[src/rtl/sc_pointmover_pkg.sv]
// Shared types and constants for the LED-matrix player-point engine.
package sc_pointmover_pkg;

    localparam int unsigned DATAWIDTH_BUS_DEF       = 8;
    localparam int unsigned PRESCALER_DATAWIDTH_DEF = 23;
    localparam int unsigned SPEED_TICKS_DEF         = 5000000;
    localparam int unsigned POS_W                   = 3;
    localparam int unsigned STATE_W                 = 2;
    localparam int unsigned OBST_W                  = DATAWIDTH_BUS_DEF * DATAWIDTH_BUS_DEF;

    localparam logic [POS_W-1:0] INIT_ROW_DEF = 3'd7;
    localparam logic [POS_W-1:0] INIT_COL_DEF = 3'd4;

    // Row/column address limits of the 8x8 field
    localparam logic [POS_W-1:0] ROW_BOTTOM = 3'd0;
    localparam logic [POS_W-1:0] COL_MAX    = 3'd7;
    localparam logic [POS_W-1:0] COL_MIN    = 3'd0;

    typedef enum logic [STATE_W-1:0] {
        IDLE  = 2'b00,
        RUN   = 2'b01,
        CRASH = 2'b10,
        GOAL  = 2'b11
    } pmState_t;

    // One-hot column pattern for row rowAddr when the point sits at (pRow, pCol)
    function automatic logic [DATAWIDTH_BUS_DEF-1:0] decodeRow(
        input logic [POS_W-1:0] pRow,
        input logic [POS_W-1:0] pCol,
        input logic [POS_W-1:0] rowAddr
    );
        return (pRow == rowAddr) ? (DATAWIDTH_BUS_DEF'(1) << pCol) : '0;
    endfunction

endpackage

[src/rtl/sc_pointmover_if.sv]
// Button/obstacle inputs and point/status outputs of the point engine.
interface sc_pointmover_if;
    import sc_pointmover_pkg::*;

    logic                         SC_POINTMOVER_start_InHigh;
    logic                         SC_POINTMOVER_left_InHigh;
    logic                         SC_POINTMOVER_right_InHigh;
    logic [OBST_W-1:0]            SC_POINTMOVER_obstacles_InBUS;
    logic [DATAWIDTH_BUS_DEF-1:0] SC_POINTMOVER_data7_OutBUS;
    logic [DATAWIDTH_BUS_DEF-1:0] SC_POINTMOVER_data6_OutBUS;
    logic [DATAWIDTH_BUS_DEF-1:0] SC_POINTMOVER_data5_OutBUS;
    logic [DATAWIDTH_BUS_DEF-1:0] SC_POINTMOVER_data4_OutBUS;
    logic [DATAWIDTH_BUS_DEF-1:0] SC_POINTMOVER_data3_OutBUS;
    logic [DATAWIDTH_BUS_DEF-1:0] SC_POINTMOVER_data2_OutBUS;
    logic [DATAWIDTH_BUS_DEF-1:0] SC_POINTMOVER_data1_OutBUS;
    logic [DATAWIDTH_BUS_DEF-1:0] SC_POINTMOVER_data0_OutBUS;
    logic [POS_W-1:0]             SC_POINTMOVER_row_OutBUS;
    logic [POS_W-1:0]             SC_POINTMOVER_col_OutBUS;
    logic [STATE_W-1:0]           SC_POINTMOVER_state_OutBUS;
    logic                         SC_POINTMOVER_crash_Out;
    logic                         SC_POINTMOVER_goal_Out;

    modport master (
        output SC_POINTMOVER_start_InHigh, SC_POINTMOVER_left_InHigh,
               SC_POINTMOVER_right_InHigh, SC_POINTMOVER_obstacles_InBUS,
        input  SC_POINTMOVER_data7_OutBUS, SC_POINTMOVER_data6_OutBUS,
               SC_POINTMOVER_data5_OutBUS, SC_POINTMOVER_data4_OutBUS,
               SC_POINTMOVER_data3_OutBUS, SC_POINTMOVER_data2_OutBUS,
               SC_POINTMOVER_data1_OutBUS, SC_POINTMOVER_data0_OutBUS,
               SC_POINTMOVER_row_OutBUS, SC_POINTMOVER_col_OutBUS,
               SC_POINTMOVER_state_OutBUS, SC_POINTMOVER_crash_Out,
               SC_POINTMOVER_goal_Out
    );

    modport slave (
        input  SC_POINTMOVER_start_InHigh, SC_POINTMOVER_left_InHigh,
               SC_POINTMOVER_right_InHigh, SC_POINTMOVER_obstacles_InBUS,
        output SC_POINTMOVER_data7_OutBUS, SC_POINTMOVER_data6_OutBUS,
               SC_POINTMOVER_data5_OutBUS, SC_POINTMOVER_data4_OutBUS,
               SC_POINTMOVER_data3_OutBUS, SC_POINTMOVER_data2_OutBUS,
               SC_POINTMOVER_data1_OutBUS, SC_POINTMOVER_data0_OutBUS,
               SC_POINTMOVER_row_OutBUS, SC_POINTMOVER_col_OutBUS,
               SC_POINTMOVER_state_OutBUS, SC_POINTMOVER_crash_Out,
               SC_POINTMOVER_goal_Out
    );

endinterface

[src/rtl/sc_speedcounter.sv]
// Speed prescaler: counts while enabled and pulses tick_c on the terminal count.
module sc_speedcounter #(
    parameter int unsigned       WIDTH    = 23,
    parameter logic [WIDTH-1:0]  TERMINAL = '1
) (
    input  logic clk,
    input  logic rst_n,
    input  logic en,
    input  logic clr,
    output logic tick_c
);

    logic [WIDTH-1:0] count;

    assign tick_c = en && (count == TERMINAL);

    always_ff @(posedge clk or negedge rst_n) begin
        if (!rst_n) begin
            count <= '0;
        end else if (clr) begin
            count <= '0;
        end else if (en) begin
            count <= tick_c ? '0 : count + WIDTH'(1);
        end
    end

endmodule

[src/rtl/sc_pointmover.sv]
// Player-point engine: button edges and speed ticks move the point, the
// obstacle map decides crash, reaching row 0 is a goal.
module sc_pointmover
    import sc_pointmover_pkg::*;
#(
    parameter int unsigned                     DATAWIDTH_BUS       = DATAWIDTH_BUS_DEF,
    parameter int unsigned                     PRESCALER_DATAWIDTH = PRESCALER_DATAWIDTH_DEF,
    parameter logic [PRESCALER_DATAWIDTH-1:0]  SPEED_TICKS         = PRESCALER_DATAWIDTH'(SPEED_TICKS_DEF),
    parameter logic [POS_W-1:0]                INIT_ROW            = INIT_ROW_DEF,
    parameter logic [POS_W-1:0]                INIT_COL            = INIT_COL_DEF
) (
    input  logic            SC_POINTMOVER_CLOCK_50,
    input  logic            SC_POINTMOVER_RESET_InLow,
    sc_pointmover_if.slave  pmBus
);

    logic clk;
    logic rst_n;
    assign clk   = SC_POINTMOVER_CLOCK_50;
    assign rst_n = SC_POINTMOVER_RESET_InLow;

    pmState_t         stateQ, stateD;
    logic [POS_W-1:0] rowQ, rowD, colQ, colD;
    logic [POS_W-1:0] latCol, tgtRow, tgtCol;
    logic             prevStart, prevLeft, prevRight;
    logic             startEdge, leftEdge, rightEdge;
    logic             tick;
    logic             crashQ, goalQ;
    logic [DATAWIDTH_BUS-1:0] dataRows [DATAWIDTH_BUS];

    assign startEdge = pmBus.SC_POINTMOVER_start_InHigh & ~prevStart;
    assign leftEdge  = pmBus.SC_POINTMOVER_left_InHigh  & ~prevLeft;
    assign rightEdge = pmBus.SC_POINTMOVER_right_InHigh & ~prevRight;

    sc_speedcounter #(
        .WIDTH    (PRESCALER_DATAWIDTH),
        .TERMINAL (PRESCALER_DATAWIDTH'(SPEED_TICKS - 1'b1))
    ) uSpeed (
        .clk    (clk),
        .rst_n  (rst_n),
        .en     (stateQ == RUN),
        .clr    (stateQ != RUN),
        .tick_c (tick)
    );

    always_ff @(posedge clk or negedge rst_n) begin
        if (!rst_n) stateQ <= IDLE;
        else        stateQ <= stateD;
    end

    // Next state and next position; lateral step is resolved before the descent
    always_comb begin
        stateD = stateQ;
        rowD   = rowQ;
        colD   = colQ;
        latCol = colQ;
        tgtRow = rowQ;
        tgtCol = colQ;
        case (stateQ)
            IDLE: begin
                rowD = INIT_ROW;
                colD = INIT_COL;
                if (startEdge) stateD = RUN;
            end
            RUN: begin
                if (leftEdge && !rightEdge && colQ != COL_MAX)      latCol = colQ + 3'd1;
                else if (rightEdge && !leftEdge && colQ != COL_MIN) latCol = colQ - 3'd1;
                tgtCol = latCol;
                tgtRow = tick ? rowQ - 3'd1 : rowQ;
                if (tgtRow != rowQ || tgtCol != colQ) begin
                    if (pmBus.SC_POINTMOVER_obstacles_InBUS[{tgtRow, tgtCol}]) begin
                        stateD = CRASH;
                    end else begin
                        rowD = tgtRow;
                        colD = tgtCol;
                        if (tgtRow == ROW_BOTTOM) stateD = GOAL;
                    end
                end
            end
            CRASH, GOAL: begin
                if (startEdge) begin
                    stateD = IDLE;
                    rowD   = INIT_ROW;
                    colD   = INIT_COL;
                end
            end
            default: stateD = IDLE;
        endcase
    end

    always_ff @(posedge clk or negedge rst_n) begin
        if (!rst_n) begin
            rowQ      <= INIT_ROW;
            colQ      <= INIT_COL;
            prevStart <= 1'b0;
            prevLeft  <= 1'b0;
            prevRight <= 1'b0;
            crashQ    <= 1'b0;
            goalQ     <= 1'b0;
            for (int r = 0; r < DATAWIDTH_BUS; r++) begin
                dataRows[r] <= decodeRow(INIT_ROW, INIT_COL, POS_W'(r));
            end
        end else begin
            rowQ      <= rowD;
            colQ      <= colD;
            prevStart <= pmBus.SC_POINTMOVER_start_InHigh;
            prevLeft  <= pmBus.SC_POINTMOVER_left_InHigh;
            prevRight <= pmBus.SC_POINTMOVER_right_InHigh;
            crashQ    <= (stateD == CRASH);
            goalQ     <= (stateD == GOAL);
            for (int r = 0; r < DATAWIDTH_BUS; r++) begin
                dataRows[r] <= decodeRow(rowD, colD, POS_W'(r));
            end
        end
    end

    assign pmBus.SC_POINTMOVER_data7_OutBUS = dataRows[7];
    assign pmBus.SC_POINTMOVER_data6_OutBUS = dataRows[6];
    assign pmBus.SC_POINTMOVER_data5_OutBUS = dataRows[5];
    assign pmBus.SC_POINTMOVER_data4_OutBUS = dataRows[4];
    assign pmBus.SC_POINTMOVER_data3_OutBUS = dataRows[3];
    assign pmBus.SC_POINTMOVER_data2_OutBUS = dataRows[2];
    assign pmBus.SC_POINTMOVER_data1_OutBUS = dataRows[1];
    assign pmBus.SC_POINTMOVER_data0_OutBUS = dataRows[0];
    assign pmBus.SC_POINTMOVER_row_OutBUS   = rowQ;
    assign pmBus.SC_POINTMOVER_col_OutBUS   = colQ;
    assign pmBus.SC_POINTMOVER_state_OutBUS = stateQ;
    assign pmBus.SC_POINTMOVER_crash_Out    = crashQ;
    assign pmBus.SC_POINTMOVER_goal_Out     = goalQ;

endmodule

[src/flat_wrapper.sv]
// flat-port wrapper written by rule: the top's interface ports become plain ports
module sc_pointmover_flat import sc_pointmover_pkg::*;
#(
    parameter int unsigned                     DATAWIDTH_BUS       = DATAWIDTH_BUS_DEF,
    parameter int unsigned                     PRESCALER_DATAWIDTH = PRESCALER_DATAWIDTH_DEF,
    parameter logic [PRESCALER_DATAWIDTH-1:0]  SPEED_TICKS         = PRESCALER_DATAWIDTH'(SPEED_TICKS_DEF),
    parameter logic [POS_W-1:0]                INIT_ROW            = INIT_ROW_DEF,
    parameter logic [POS_W-1:0]                INIT_COL            = INIT_COL_DEF
)
  (SC_POINTMOVER_CLOCK_50, SC_POINTMOVER_RESET_InLow, pmBus_SC_POINTMOVER_start_InHigh, pmBus_SC_POINTMOVER_left_InHigh, pmBus_SC_POINTMOVER_right_InHigh, pmBus_SC_POINTMOVER_obstacles_InBUS, pmBus_SC_POINTMOVER_data7_OutBUS, pmBus_SC_POINTMOVER_data6_OutBUS, pmBus_SC_POINTMOVER_data5_OutBUS, pmBus_SC_POINTMOVER_data4_OutBUS, pmBus_SC_POINTMOVER_data3_OutBUS, pmBus_SC_POINTMOVER_data2_OutBUS, pmBus_SC_POINTMOVER_data1_OutBUS, pmBus_SC_POINTMOVER_data0_OutBUS, pmBus_SC_POINTMOVER_row_OutBUS, pmBus_SC_POINTMOVER_col_OutBUS, pmBus_SC_POINTMOVER_state_OutBUS, pmBus_SC_POINTMOVER_crash_Out, pmBus_SC_POINTMOVER_goal_Out);
  sc_pointmover_if pmBus_i ();
  input  logic SC_POINTMOVER_CLOCK_50;
  input  logic SC_POINTMOVER_RESET_InLow;
  input wire logic [$bits(pmBus_i.SC_POINTMOVER_start_InHigh)-1:0] pmBus_SC_POINTMOVER_start_InHigh;
  input wire logic [$bits(pmBus_i.SC_POINTMOVER_left_InHigh)-1:0] pmBus_SC_POINTMOVER_left_InHigh;
  input wire logic [$bits(pmBus_i.SC_POINTMOVER_right_InHigh)-1:0] pmBus_SC_POINTMOVER_right_InHigh;
  input wire logic [$bits(pmBus_i.SC_POINTMOVER_obstacles_InBUS)-1:0] pmBus_SC_POINTMOVER_obstacles_InBUS;
  output wire logic [$bits(pmBus_i.SC_POINTMOVER_data7_OutBUS)-1:0] pmBus_SC_POINTMOVER_data7_OutBUS;
  output wire logic [$bits(pmBus_i.SC_POINTMOVER_data6_OutBUS)-1:0] pmBus_SC_POINTMOVER_data6_OutBUS;
  output wire logic [$bits(pmBus_i.SC_POINTMOVER_data5_OutBUS)-1:0] pmBus_SC_POINTMOVER_data5_OutBUS;
  output wire logic [$bits(pmBus_i.SC_POINTMOVER_data4_OutBUS)-1:0] pmBus_SC_POINTMOVER_data4_OutBUS;
  output wire logic [$bits(pmBus_i.SC_POINTMOVER_data3_OutBUS)-1:0] pmBus_SC_POINTMOVER_data3_OutBUS;
  output wire logic [$bits(pmBus_i.SC_POINTMOVER_data2_OutBUS)-1:0] pmBus_SC_POINTMOVER_data2_OutBUS;
  output wire logic [$bits(pmBus_i.SC_POINTMOVER_data1_OutBUS)-1:0] pmBus_SC_POINTMOVER_data1_OutBUS;
  output wire logic [$bits(pmBus_i.SC_POINTMOVER_data0_OutBUS)-1:0] pmBus_SC_POINTMOVER_data0_OutBUS;
  output wire logic [$bits(pmBus_i.SC_POINTMOVER_row_OutBUS)-1:0] pmBus_SC_POINTMOVER_row_OutBUS;
  output wire logic [$bits(pmBus_i.SC_POINTMOVER_col_OutBUS)-1:0] pmBus_SC_POINTMOVER_col_OutBUS;
  output wire logic [$bits(pmBus_i.SC_POINTMOVER_state_OutBUS)-1:0] pmBus_SC_POINTMOVER_state_OutBUS;
  output wire logic [$bits(pmBus_i.SC_POINTMOVER_crash_Out)-1:0] pmBus_SC_POINTMOVER_crash_Out;
  output wire logic [$bits(pmBus_i.SC_POINTMOVER_goal_Out)-1:0] pmBus_SC_POINTMOVER_goal_Out;
  assign pmBus_i.SC_POINTMOVER_start_InHigh = pmBus_SC_POINTMOVER_start_InHigh;
  assign pmBus_i.SC_POINTMOVER_left_InHigh = pmBus_SC_POINTMOVER_left_InHigh;
  assign pmBus_i.SC_POINTMOVER_right_InHigh = pmBus_SC_POINTMOVER_right_InHigh;
  assign pmBus_i.SC_POINTMOVER_obstacles_InBUS = pmBus_SC_POINTMOVER_obstacles_InBUS;
  assign pmBus_SC_POINTMOVER_data7_OutBUS = pmBus_i.SC_POINTMOVER_data7_OutBUS;
  assign pmBus_SC_POINTMOVER_data6_OutBUS = pmBus_i.SC_POINTMOVER_data6_OutBUS;
  assign pmBus_SC_POINTMOVER_data5_OutBUS = pmBus_i.SC_POINTMOVER_data5_OutBUS;
  assign pmBus_SC_POINTMOVER_data4_OutBUS = pmBus_i.SC_POINTMOVER_data4_OutBUS;
  assign pmBus_SC_POINTMOVER_data3_OutBUS = pmBus_i.SC_POINTMOVER_data3_OutBUS;
  assign pmBus_SC_POINTMOVER_data2_OutBUS = pmBus_i.SC_POINTMOVER_data2_OutBUS;
  assign pmBus_SC_POINTMOVER_data1_OutBUS = pmBus_i.SC_POINTMOVER_data1_OutBUS;
  assign pmBus_SC_POINTMOVER_data0_OutBUS = pmBus_i.SC_POINTMOVER_data0_OutBUS;
  assign pmBus_SC_POINTMOVER_row_OutBUS = pmBus_i.SC_POINTMOVER_row_OutBUS;
  assign pmBus_SC_POINTMOVER_col_OutBUS = pmBus_i.SC_POINTMOVER_col_OutBUS;
  assign pmBus_SC_POINTMOVER_state_OutBUS = pmBus_i.SC_POINTMOVER_state_OutBUS;
  assign pmBus_SC_POINTMOVER_crash_Out = pmBus_i.SC_POINTMOVER_crash_Out;
  assign pmBus_SC_POINTMOVER_goal_Out = pmBus_i.SC_POINTMOVER_goal_Out;
  sc_pointmover #(.DATAWIDTH_BUS(DATAWIDTH_BUS), .PRESCALER_DATAWIDTH(PRESCALER_DATAWIDTH), .SPEED_TICKS(SPEED_TICKS), .INIT_ROW(INIT_ROW), .INIT_COL(INIT_COL)) u_core (.SC_POINTMOVER_CLOCK_50(SC_POINTMOVER_CLOCK_50), .SC_POINTMOVER_RESET_InLow(SC_POINTMOVER_RESET_InLow), .pmBus(pmBus_i));
endmodule
[config.mk]
export PLATFORM = sky130hd
export DESIGN_NAME = sc_pointmover_flat
export DESIGN_NICKNAME = d
export VERILOG_FILES = /design/src/rtl/sc_pointmover_pkg.sv /design/src/rtl/sc_pointmover_if.sv /design/src/rtl/sc_speedcounter.sv /design/src/rtl/sc_pointmover.sv /design/src/flat_wrapper.sv
export SDC_FILE = /design/constraint.sdc
export NUM_CORES = 1
export LEC_CHECK = 0
export ABC_AREA = 1
export CORE_MARGIN = 2
export CORE_UTILIZATION = 54
export CTS_BUF_LIST = sky130_fd_sc_hd__clkbuf_4
export DETAILED_ROUTE_END_ITERATION = 8
export GPL_TIMING_DRIVEN = 0
export PLACE_DENSITY = 0.87
export RECOVER_POWER = 100
export SYNTH_ARGS = -nofsm -noshare
export SYNTH_HDL_FRONTEND = slang
export SYNTH_SLANG_ARGS = --single-unit
[constraint.sdc]
create_clock -name SC_POINTMOVER_CLOCK_50 -period 7.6 [get_ports SC_POINTMOVER_CLOCK_50]
set_clock_uncertainty 0.15 [all_clocks]
set_input_delay 0.76 -clock SC_POINTMOVER_CLOCK_50 [delete_from_list [all_inputs] [get_ports SC_POINTMOVER_CLOCK_50]]
set_output_delay 0.76 -clock SC_POINTMOVER_CLOCK_50 [all_outputs]
set_load 0.03 [all_outputs]
==> impl_metrics.sql <==
INSERT INTO impl_metrics (metric_group, metric, value, unit) VALUES
('worst_setup_path', 'critical_path_cell_by_cell', 'dlygate4sd3_1, inv_1, nor2_4, nand3_1, o21ai_0, inv_1, nand3_1, nand3_1, nand3_1, nand3_1, nand2_1, nand2_1, nand3_1, nand2_1, clkinvlp_2, nand3_1, nor2_1', ''),
('global_routing', 'track_usage', '28.03', '%'),
('logic_synthesis', 'synth_top_family_by_area', 'simple AND/OR/NAND/NOR gates', ''),
('floorplan', 'start_util', '55.39', '%'),
('floorplan', 'die_area', '10180', 'µm²'),
('cts', 'clock_tree_from_tritoncts', 'built', ''),
('worst_setup_path', 'critPathSlowestCell', 'o21ai_0', ''),
('placement', 'io_buffer_count', '142', ''),
('cts', 'cts_root_buffer', 'clkbuf_4', ''),
('global_routing', 'grt_first_pass_wirelength', '22160', 'µm'),
('routing', 'via_count', '4710', ''),
('worst_setup_path', 'cp_slowest_stage_delay', '1.04', 'ns'),
('timing', 'finalSetupViolCount', '0', ''),
('logic_synthesis', 'synthSimpleGateAreaFrac', '36.60', '%'),
('timing', 'finalHoldWorstSlack', '0.4128', 'ns'),
('worst_setup_path', 'worstSetupPathType', 'input port to register', ''),
('global_routing', 'gr-usage-met2', '49.08', '%'),
('job', 'maxCapViolCount', '0', ''),
('routing', 'drt_pre_antenna_iters', '5', ''),
('global_routing', 'global_route.overflow_total', '0', ''),
('final_layout', 'fin_area', '6664', 'µm²'),
('min_path', 'min_path_type', 'register to register', ''),
('final_layout', 'diode_insertion_count_for_antenna_repair', '0', ''),
('worst_setup_path', 'setup.worst_path.end_class', 'register', ''),
('timing', 'max-slew-margin-rel', '5.962', '%'),
('logic_synthesis', 'syn_nets', '688', ''),
('logic_synthesis', 'postSynthAreaPerCell', '8.271', 'µm²'),
('placement', 'globalplace.congestion', '0.8746', ''),
('final_layout', 'final_nets', '842', ''),
('logic_synthesis', 'synth.ff_latch_count', '100', ''),
('logic_synthesis', 'muxShareOfSynthArea', '0', '%'),
('worst_setup_path', 'crit_required', '7.84', 'ns'),
('timing', 'fmax', '0.1979', 'GHz'),
('timing', 'worst_slew_pin_slew', '1.411', 'ns'),
('timing', 'timing.final.crit_share', '66.48', '%'),
('timing', 'slew_violations', '0', ''),
('placement', 'postPlaceCellArea', '6655', 'µm²'),
('logic_synthesis', 'post_synth_num_cell_types', '37', ''),
('worst_setup_path', 'cp_data_arrival_time', '5.29', 'ns'),
('placement', 'pre_cts_ws', '3.682', 'ns'),
('cts', 'cts_max_path_buffers', '2', ''),
('timing', 'unrepaired_setup_endpoints_after_global_routing', 'false', ''),
('outcome', 'run_status', 'finished clean', ''),
('global_routing', 'initial_antenna_violation_count', '0', ''),
('cts', 'post-cts-setup-buffer-count', '0', ''),
('routing', 'drc_errors', '0', ''),
('cts', 'tritoncts_num_sinks', '100', ''),
('power_and_ir_drop', 'leakage', '3.481', 'nW'),
('floorplan', 'placement_rows', '35', ''),
('final_layout', 'drive_gt1_share', '7.902', '%'),
('routing', 'final_antenna_net_count', '0', ''),
('cts', 'ctsHoldBuffers', '0', ''),
('global_routing', 'grt_max_degree', '77', ''),
('floorplan', 'core', '9153', 'µm²'),
('logic_synthesis', 'synth-warning-count', '0', ''),
('worst_setup_path', 'path_common_cell', 'nand3_1', ''),
('floorplan', 'io_pins', '143', ''),
('worst_setup_path', 'critPathMaxFanout', '10', ''),
('global_routing', 'groute.layer.met3.usage', '6.796', '%'),
('floorplan', 'die-width', '100.9', 'µm'),
('worst_setup_path', 'critical_path_buf_inv_count', '4', ''),
('cts', 'cts_made_buffers', '9', ''),
('timing', 'final-hold-violation-count', '0', ''),
('cts', 'source_to_sink_clock_delay_at_the_later_pin_of_the_worst_skew_pair', '0.47', 'ns'),
('cts', 'clk_transition_reported_paths', '0.17', 'ns'),
('cts', 'htree_depth', '3', ''),
('placement', 'detailed_place_hpwl', '10310', 'µm'),
('routing', 'routed_wl', '13490', 'µm'),
('routing', 'detail_route.iter0.violations', '361', ''),
('timing', 'worst_slack', '2.547', 'ns'),
('global_routing', 'grt_use_met1', '33.38', '%');
layout make-up:
type | instances | area (µm²)
buffer | 9 | 66.31
fill | 676 | 2489
clock buffer | 9 | 67.56
tap | 111 | 138.9
clock inverter | 7 | 100.1
sequential | 100 | 2509
timing repair buffer | 143 | 1443
multi-input combinational | 413 | 1997
inverter | 91 | 342.8
worst register-to-register path: stages (launching register included):
cell	delay [ns]
dfrtp_1	0.51
ha_1	0.25
ha_1	0.17
inv_1	0.07
nand3_1	0.22
o21ai_0	1.04
inv_1	0.39
nand3_1	0.20
nand3_1	0.10
nand3_1	0.12
nand3_1	0.26
nand2_1	0.33
nand2_1	0.08
nand3_1	0.08
nand2_1	0.17
clkinvlp_2	0.18
nand3_1	0.31
nor2_1	0.30
registers in the layout, indices dropped and copies added (netlist names), 8 cells and up:
signal / cells
u_core.pmBus.SC_POINTMOVER_data1_OutBUS: 8
u_core.pmBus.SC_POINTMOVER_data7_OutBUS: 8
u_core.pmBus.SC_POINTMOVER_data6_OutBUS: 8
u_core.uSpeed.count: 23
u_core.pmBus.SC_POINTMOVER_data3_OutBUS: 8
u_core.pmBus.SC_POINTMOVER_data2_OutBUS: 8
u_core.pmBus.SC_POINTMOVER_data4_OutBUS: 8
u_core.pmBus.SC_POINTMOVER_data5_OutBUS: 8
u_core.pmBus.SC_POINTMOVER_data0_OutBUS: 8
synth_stat cells (all sizes together):
master    n  area (µm²)
ha        6       75.07
dfrtp    95        2377
dfstp     5       131.4
xor2      4       42.55
inv      91       344.1
nand4     8       50.05
xnor2     2       17.52
buf       8       62.55
nor3     10       50.05
nand2   153       644.4
o21ai    10       53.80
a211oi    1       7.510
o21a      2       15.01
clkbuf    1       3.750
a21oi    13       76.33
nand3b    2       27.53
nand3   101       683.2
nor4      2       12.51
nor2     97       381.6
o21bai    1       7.510
or2       1       6.260
metrics by stage:
step	std cells	power (mW)	util, %
after CTS	883	1.947	74.55
after global routing	883	1.969	72.81
final	883	1.841	72.81
after floorplan	613	1.333	-
after detailed placement	867	1.640	72.71
after global placement	866	1.602	72.44
final timing paths:
kind | startpoint | to | slack (ns) | depth (start not counted)
setup reg to reg | u_core.pmBus.SC_POINTMOVER_col_OutBUS[0] | u_core.pmBus.SC_POINTMOVER_data1_OutBUS[1] | 2.61 | 17
hold reg to reg | u_core.uSpeed.count[0] | u_core.uSpeed.count[0] | 0.41 | 2
hold / removal | u_core.uSpeed.count[0] | u_core.uSpeed.count[0] | 0.41 | 2
min in group asynchronous | SC_POINTMOVER_RESET_InLow | u_core.pmBus.SC_POINTMOVER_crash_Out | 0.43 | 1
setup / recovery | pmBus_SC_POINTMOVER_left_InHigh | u_core.pmBus.SC_POINTMOVER_data1_OutBUS[1] | 2.55 | 17
max in group asynchronous | SC_POINTMOVER_RESET_InLow | u_core.pmBus.SC_POINTMOVER_col_OutBUS[2] | 5.84 | 2
layer usage:
metal,vias to the layer above,wire [µm]
li1,2229,-
met1,2269,5031
met2,170,7213
met3,42,826
met4,0,421
met5,-,0
report_power, final:
| group | total (mW) | internal (mW) | switching [mW] |
|---|---|---|---|
| Sequential | 0.624 | 0.589 | 0.0346 |
| Clock | 0.305 | 0.111 | 0.194 |
| Combinational | 0.913 | 0.274 | 0.639 |
cells by family after synthesis:
group | Yosys count
adder cells (fa/ha/maj) | 6
XOR/XNOR | 6
flip-flops | 100
buffers and inverters | 100
AND/OR/NAND/NOR | 374
AO/OA/AOI/OAI | 27
Note: power is estimated with default switching activity, not from simulation.
